## config.mk

```make
export PLATFORM = sky130hd
export DESIGN_NAME = lsu_mem_stage
export DESIGN_NICKNAME = d
export VERILOG_FILES = /design/src/rtl/lsu_mem_stage.sv
export SDC_FILE = /design/constraint.sdc
export NUM_CORES = 1
export LEC_CHECK = 0
export ABC_AREA = 1
export CAP_MARGIN = 20
export CORE_AREA = 4 4 86 149
export DETAILED_ROUTE_END_ITERATION = 6
export DIE_AREA = 0 0 90 153
export GPL_TIMING_DRIVEN = 0
export PLACE_DENSITY = 0.92
export SLEW_MARGIN = 20
export SYNTH_ARGS = -nofsm -noshare
export SYNTH_HDL_FRONTEND = slang
export SYNTH_SLANG_ARGS = --single-unit
```

## constraint.sdc

```tcl
create_clock -name clk -period 2.39 [get_ports clk]
set_input_delay 0.478 -clock clk [delete_from_list [all_inputs] [get_ports clk]]
set_output_delay 0.478 -clock clk [all_outputs]
set_load 0.05 [all_outputs]
```

## src/rtl/lsu_mem_stage.sv

```systemverilog
// lsu_mem_stage: handshaked MEM-stage load/store unit for the RV32 pipeline.
// Formats stores onto byte lanes and extends loads. Detects illegal,
// misaligned and faulted (bus error or timeout) accesses, and stalls the
// pipeline while a data-memory transfer is in flight.
// Optional feature: define LSU_HALFWORD_EN to support LH, LHU and SH.
module lsu_mem_stage #(
    parameter int unsigned ADDR_W  = 32,
    parameter int unsigned TIMEOUT = 16
) (
    input  logic              clk,
    input  logic              rst_n,
    input  logic              ValidM,
    input  logic              MemReadM,
    input  logic              MemWriteM,
    input  logic [2:0]        funct3M,
    input  logic [ADDR_W-1:0] ALUResultM,
    input  logic [31:0]       WriteDataM,
    input  logic              FlushM,
    output logic              StallM,
    output logic [31:0]       ReadDataM,
    output logic              ExcM,
    output logic [3:0]        ExcCauseM,
    output logic              dmem_req,
    output logic [ADDR_W-1:0] dmem_A,
    output logic [31:0]       dmem_WD,
    output logic [3:0]        dmem_BE,
    output logic              dmem_WE,
    input  logic              dmem_ready,
    input  logic              dmem_err,
    input  logic [31:0]       dmem_RD
);

    localparam logic [1:0] S_IDLE = 2'd0;
    localparam logic [1:0] S_BUSY = 2'd1;
    localparam logic [1:0] S_DONE = 2'd2;

    localparam logic [3:0] CAUSE_ILLEGAL   = 4'd2;
    localparam logic [3:0] CAUSE_LD_MISAL  = 4'd4;
    localparam logic [3:0] CAUSE_LD_FAULT  = 4'd5;
    localparam logic [3:0] CAUSE_ST_MISAL  = 4'd6;
    localparam logic [3:0] CAUSE_ST_FAULT  = 4'd7;

    localparam logic [7:0] TIMEOUT_CNT = 8'(TIMEOUT);
    localparam logic [7:0] CNT_MAX     = 8'hFF;

    logic [1:0]        state_q, state_d;
    logic              discard_q, discard_d;
    logic [7:0]        cnt_q, cnt_d;
    logic [2:0]        f3_q, f3_d;
    logic [1:0]        off_q, off_d;
    logic              is_load_q, is_load_d;

    logic              req_d, we_d, exc_d;
    logic [ADDR_W-1:0] a_d;
    logic [31:0]       wd_d, rd_d;
    logic [3:0]        be_d, cause_d;

    logic              accept, illegal, misaligned;
    logic [1:0]        off;
    logic [31:0]       st_wd;
    logic [3:0]        st_be;
    logic [31:0]       lane, ld_data;

    // Decode the op presented in MEM: legality, alignment and lane formatting.
    always_comb begin
        accept  = ValidM & (MemReadM | MemWriteM) & ~FlushM;
        off     = ALUResultM[1:0];
        illegal = 1'b0;
        if (MemReadM & MemWriteM) begin
            illegal = 1'b1;
        end else if (MemReadM) begin
            case (funct3M)
                3'b000, 3'b010, 3'b100: illegal = 1'b0;
`ifdef LSU_HALFWORD_EN
                3'b001, 3'b101:         illegal = 1'b0;
`endif
                default:                illegal = 1'b1;
            endcase
        end else begin
            case (funct3M)
                3'b000, 3'b010: illegal = 1'b0;
`ifdef LSU_HALFWORD_EN
                3'b001:         illegal = 1'b0;
`endif
                default:        illegal = 1'b1;
            endcase
        end

        misaligned = 1'b0;
        st_wd      = WriteDataM;
        st_be      = 4'b1111;
        case (funct3M[1:0])
            2'b00: begin
                st_wd = {4{WriteDataM[7:0]}};
                st_be = 4'b0001 << off;
            end
`ifdef LSU_HALFWORD_EN
            2'b01: begin
                misaligned = off[0];
                st_wd      = {2{WriteDataM[15:0]}};
                st_be      = 4'b0011 << off;
            end
`endif
            default: misaligned = (off != 2'b00);
        endcase
    end

    // Select the addressed lane of the returned word and extend it.
    always_comb begin
        lane = dmem_RD >> {off_q, 3'b000};
        case (f3_q)
            3'b000:  ld_data = {{24{lane[7]}}, lane[7:0]};
            3'b100:  ld_data = {24'h0, lane[7:0]};
`ifdef LSU_HALFWORD_EN
            3'b001:  ld_data = {{16{lane[15]}}, lane[15:0]};
            3'b101:  ld_data = {16'h0, lane[15:0]};
`endif
            default: ld_data = lane;
        endcase
    end

    // Next state, next register values and the combinational stall.
    always_comb begin
        state_d   = state_q;
        discard_d = discard_q;
        cnt_d     = cnt_q;
        f3_d      = f3_q;
        off_d     = off_q;
        is_load_d = is_load_q;
        req_d     = dmem_req;
        a_d       = dmem_A;
        wd_d      = dmem_WD;
        be_d      = dmem_BE;
        we_d      = dmem_WE;
        rd_d      = ReadDataM;
        exc_d     = 1'b0;
        cause_d   = ExcCauseM;
        StallM    = 1'b0;

        case (state_q)
            S_IDLE: begin
                if (accept) begin
                    StallM = 1'b1;
                    if (illegal) begin
                        state_d = S_DONE;
                        exc_d   = 1'b1;
                        cause_d = CAUSE_ILLEGAL;
                    end else if (misaligned) begin
                        state_d = S_DONE;
                        exc_d   = 1'b1;
                        cause_d = MemReadM ? CAUSE_LD_MISAL : CAUSE_ST_MISAL;
                    end else begin
                        state_d   = S_BUSY;
                        req_d     = 1'b1;
                        a_d       = {ALUResultM[ADDR_W-1:2], 2'b00};
                        wd_d      = st_wd;
                        be_d      = st_be;
                        we_d      = MemWriteM;
                        f3_d      = funct3M;
                        off_d     = off;
                        is_load_d = MemReadM;
                        cnt_d     = 8'h00;
                        discard_d = 1'b0;
                    end
                end
            end
            S_BUSY: begin
                StallM = 1'b1;
                cnt_d  = (cnt_q == CNT_MAX) ? cnt_q : cnt_q + 8'd1;
                if (FlushM) begin
                    discard_d = 1'b1;
                end
                if (dmem_ready || (cnt_q == TIMEOUT_CNT)) begin
                    req_d     = 1'b0;
                    we_d      = 1'b0;
                    discard_d = 1'b0;
                    if (discard_q || FlushM) begin
                        state_d = S_IDLE;
                    end else begin
                        state_d = S_DONE;
                        if (dmem_ready && !dmem_err) begin
                            if (is_load_q) begin
                                rd_d = ld_data;
                            end
                        end else begin
                            exc_d   = 1'b1;
                            cause_d = is_load_q ? CAUSE_LD_FAULT : CAUSE_ST_FAULT;
                        end
                    end
                end
            end
            S_DONE: begin
                state_d = S_IDLE;
            end
            default: begin
                state_d = S_IDLE;
            end
        endcase
    end

    // State and output registers with synchronous active-low reset.
    always_ff @(posedge clk) begin
        if (!rst_n) begin
            state_q   <= S_IDLE;
            discard_q <= 1'b0;
            cnt_q     <= 8'h00;
            f3_q      <= 3'b000;
            off_q     <= 2'b00;
            is_load_q <= 1'b0;
            dmem_req  <= 1'b0;
            dmem_A    <= '0;
            dmem_WD   <= 32'h0;
            dmem_BE   <= 4'h0;
            dmem_WE   <= 1'b0;
            ReadDataM <= 32'h0;
            ExcM      <= 1'b0;
            ExcCauseM <= 4'h0;
        end else begin
            state_q   <= state_d;
            discard_q <= discard_d;
            cnt_q     <= cnt_d;
            f3_q      <= f3_d;
            off_q     <= off_d;
            is_load_q <= is_load_d;
            dmem_req  <= req_d;
            dmem_A    <= a_d;
            dmem_WD   <= wd_d;
            dmem_BE   <= be_d;
            dmem_WE   <= we_d;
            ReadDataM <= rd_d;
            ExcM      <= exc_d;
            ExcCauseM <= cause_d;
        end
    end

endmodule
```

==> summary.txt <==
Status
  – Status: finished clean

Logic synthesis
  – Mapped Area: 5390 um^2
  – Top cells by count, synth: nor2_1, dfxtp_1, nand2_1, o21ai_0, a21oi_1
  – Largest area contributor in the netlist: dfxtp_1
  – Most frequent cell after synthesis: nor2_1
  – Cell variety after synth: 33
  – Top cell type's share of synthesized area: 45.0%
  – EDFF count, synth: 0
  – Primary FF master, synth: dfxtp_1
  – Area contributors post-synth: dfxtp_1, nor2_1, o21ai_0, a21oi_1, nand2_1
  – Asr flop ratio synth: 0%
  – Syn. warnings: 0
  – Syn Area/Cell: roughly 7 um^2
  – FF+latch count, synth: about 120
  – Synth Instances: about 770
  – Part of the Yosys area used for sequential elements: ~45%

Critical path
  – Crit path arrival time: 1.79 ns
  – Critical-path top delay cell: clkdlybuf4s50_1
  – CP endpoint kind: primary output
  – Buffers & Inverters on Critical Path: 3
  – Worst-path fanout max: 4
  – Worst path cell trace: clkdlybuf4s50_1 > inv_1 > nand2_1 > nand4_2 > nand2_1 > buf_2
  – CP most frequent cell: nand2_1
  – Worst path max stage delay: 0.55 ns
  – Crit-path leading delay family: buffers and inverters
  – Setup crit start kind: primary input
  – Critical path class: primary input to primary output
  – CP Data Required Time: 1.91 ns

Clock tree
  – Postcts setup bufs: 0
  – H-tree depth: 4
  – Worst-skew pair later-pin latency: slightly above 0.4 ns
  – Clk sinks: 121
  – CTS Root Cell: clkbuf_16
  – Reg clk slew, reported paths: ~0.050 ns
  – CTS Buf Count: 17
  – Clk buf depth: 2
  – CTS tree: yes
  – Cts hold-fix bufs: 0

Layout
  – Final Util: 72.1%
  – Fillers: 869
  – Area growth syn-to-layout: 54.0%
  – Ant. Diodes: 0
  – Design area: 8300 um^2
  – Layout cell share with drive strength beyond 1: 8.27%
  – Fin nets: between 1k and 1.5k

Timing
  – Setup violations, final: 0
  – Setup ws final: 0.122 ns
  – FMAX: about 0.44 GHz
  – Fin. Hold Viols: 0
  – Final worst-path cycle share: 94.9%
  – Clock skew: 0.00651 ns
  – Slew @ Worst Pin: 0.603 ns
  – Hold slack: 0.443 ns
  – Final min period: approximately 2.3 ns
  – RSZ-0062 raised after global routing: false
  – Slew headroom: 59.8%
  – Max Slew Vio Count: 0

Routing
  – TritonRoute pass-1 iters: 5
  – Final WL: 18.6 mm
  – Vias per inst: 5.25
  – Wire length per cell: around 16 um
  – DRC Markers: 0
  – Starting DRC count in detailed routing: 370
  – Via count: 6039
  – Final ANT Viol Nets: 0

Place
  – Gpl congestion: 0.958
  – Number of port buffers: 211
  – DP Area: 7680 um^2
  – DP HPWL: 14.0 mm
  – Dpl ws: -0.367 ns

Floorplanning
  – Die H: 153 um
  – Starting Density: between 40% and 50%
  – Core area: around 12000 um^2
  – I/O pin cnt: between 200 and 250
  – Die width: 90 um
  – Die Footprint: between 10000 and 15000 um^2
  – # rows: 52

Power and ir drop
  – Leak: 0.00354 uW
  – Max VDD drop: around 0.53 mV
  – Power per cell area: 642 nW/um^2

Global route
  – Vias in the first global route: 6106
  – GRT Util Overall: 26.3%
  – Total global routing overflow: 0
  – First-pass GRT wire length: roughly 29 mm
  – Largest net degree at the start of global routing: 17
  – Initial antenna violation count: 0

Hold path
  – Hold/Removal Path Class: flip-flop to flip-flop

Job
  – Max capacitance violation total: 0
-- cell families (layout without fill, tap and decap cells) --
kind of cell	Yosys count	count (layout)	synth area share [%]
simple gates	311	311	23.9
flops	121	121	45.0
compound gates	224	224	21.1
xor+xnor	2	2	0.325
fa+ha+maj	2	2	0.464
buf+inv	110	353	9.24
other cells	1	3	0.0696
-- area by class of cell --
type	count	area [um^2]	area share (%)
clock inverter	15	201	2.43
sequential	121	2420	29.2
tap	135	169	2.04
multi-input combinational	542	2470	29.8
clock buffer	17	425	5.13
timing repair buffer	211	2110	25.4
buffer	47	256	3.09
inverter	63	241	2.91
-- cell usage in the layout, fill, tap and decap left out, types with 5 or more instances in the layout --
cell             Yosys  final
inv_2                7      7
a21oi_1            101    101
nand3_1             18     18
clkinvlp_4           0      6
nor3_1              12     12
clkbuf_1            16     16
clkbuf_16            0     17
o21ai_1             11     11
inv_1               54     54
buf_2               15     16
nand2_1            109    109
buf_6                5      5
clkdlybuf4s50_1      0    210
o21ai_0            107    107
buf_4                6      6
dfxtp_1            121    121
nor2_1             156    156
-- flip-flops by register name (all words and copies together), names as in the netlist, 2 cells and up --
register,cells
dmem_BE,4
cnt_q,8
off_q,2
dmem_A,30
f3_q,3
dmem_WD,32
ExcCauseM,3
state_q,2
ReadDataM,32
-- report_power, final --
| group | internal [uW] | switching [uW] | total [uW] | leakage [uW] |
|---|---|---|---|---|
| combinational | 254 | 304 | 558 | 0.00228 |
| clock | 1740 | 964 | 2710 | 0.000287 |
| sequential | 2040 | 16.4 | 2060 | 0.000976 |
| total | 4040 | 1280 | 5330 | 0.00354 |
-- tightest hold or removal path: cells and delay by family, from the launching register on --
kind | cells | cell delay (ns)
simple gates | 2 | 0.10
flops | 1 | 0.31
-- path summary, 6_finish.rpt --
| path | start | end | slack [ns] | cells after the start |
|---|---|---|---|---|
| worst max register to register | state_q[0] | dmem_A[18] | 0.70 | 7 |
| worst min-delay path | f3_q[0] | f3_q[0] | 0.44 | 2 |
| worst max-delay path | MemReadM | StallM | 0.12 | 6 |
| worst min register to register | f3_q[0] | f3_q[0] | 0.44 | 2 |
-- routing by layer --
layer	GRT usage (%)	share of wire [%]
met1	25.9	35
met2	47.2	52
met3	8.12	7.3
met4	16.7	5.5
met5	0	0
-- per-stage QoR --
stage,setup TNS (ns),power (uW),instances
2_1_floorplan,0,2360,773
3_3_place_gp,-0.336,2650,1119
3_5_place_dp,-0.388,2650,1119
4_1_cts,0,5340,1151
5_1_grt,0,5490,1151
6_report,0,5330,1151
-- what timing repair did --
action / in CTS / in global routing
endpoints found under the setup margin: 1 / 1
gates resized for setup: 3 / 2
gates cloned: 0 / 0
Power figures use the tool's default switching activity.
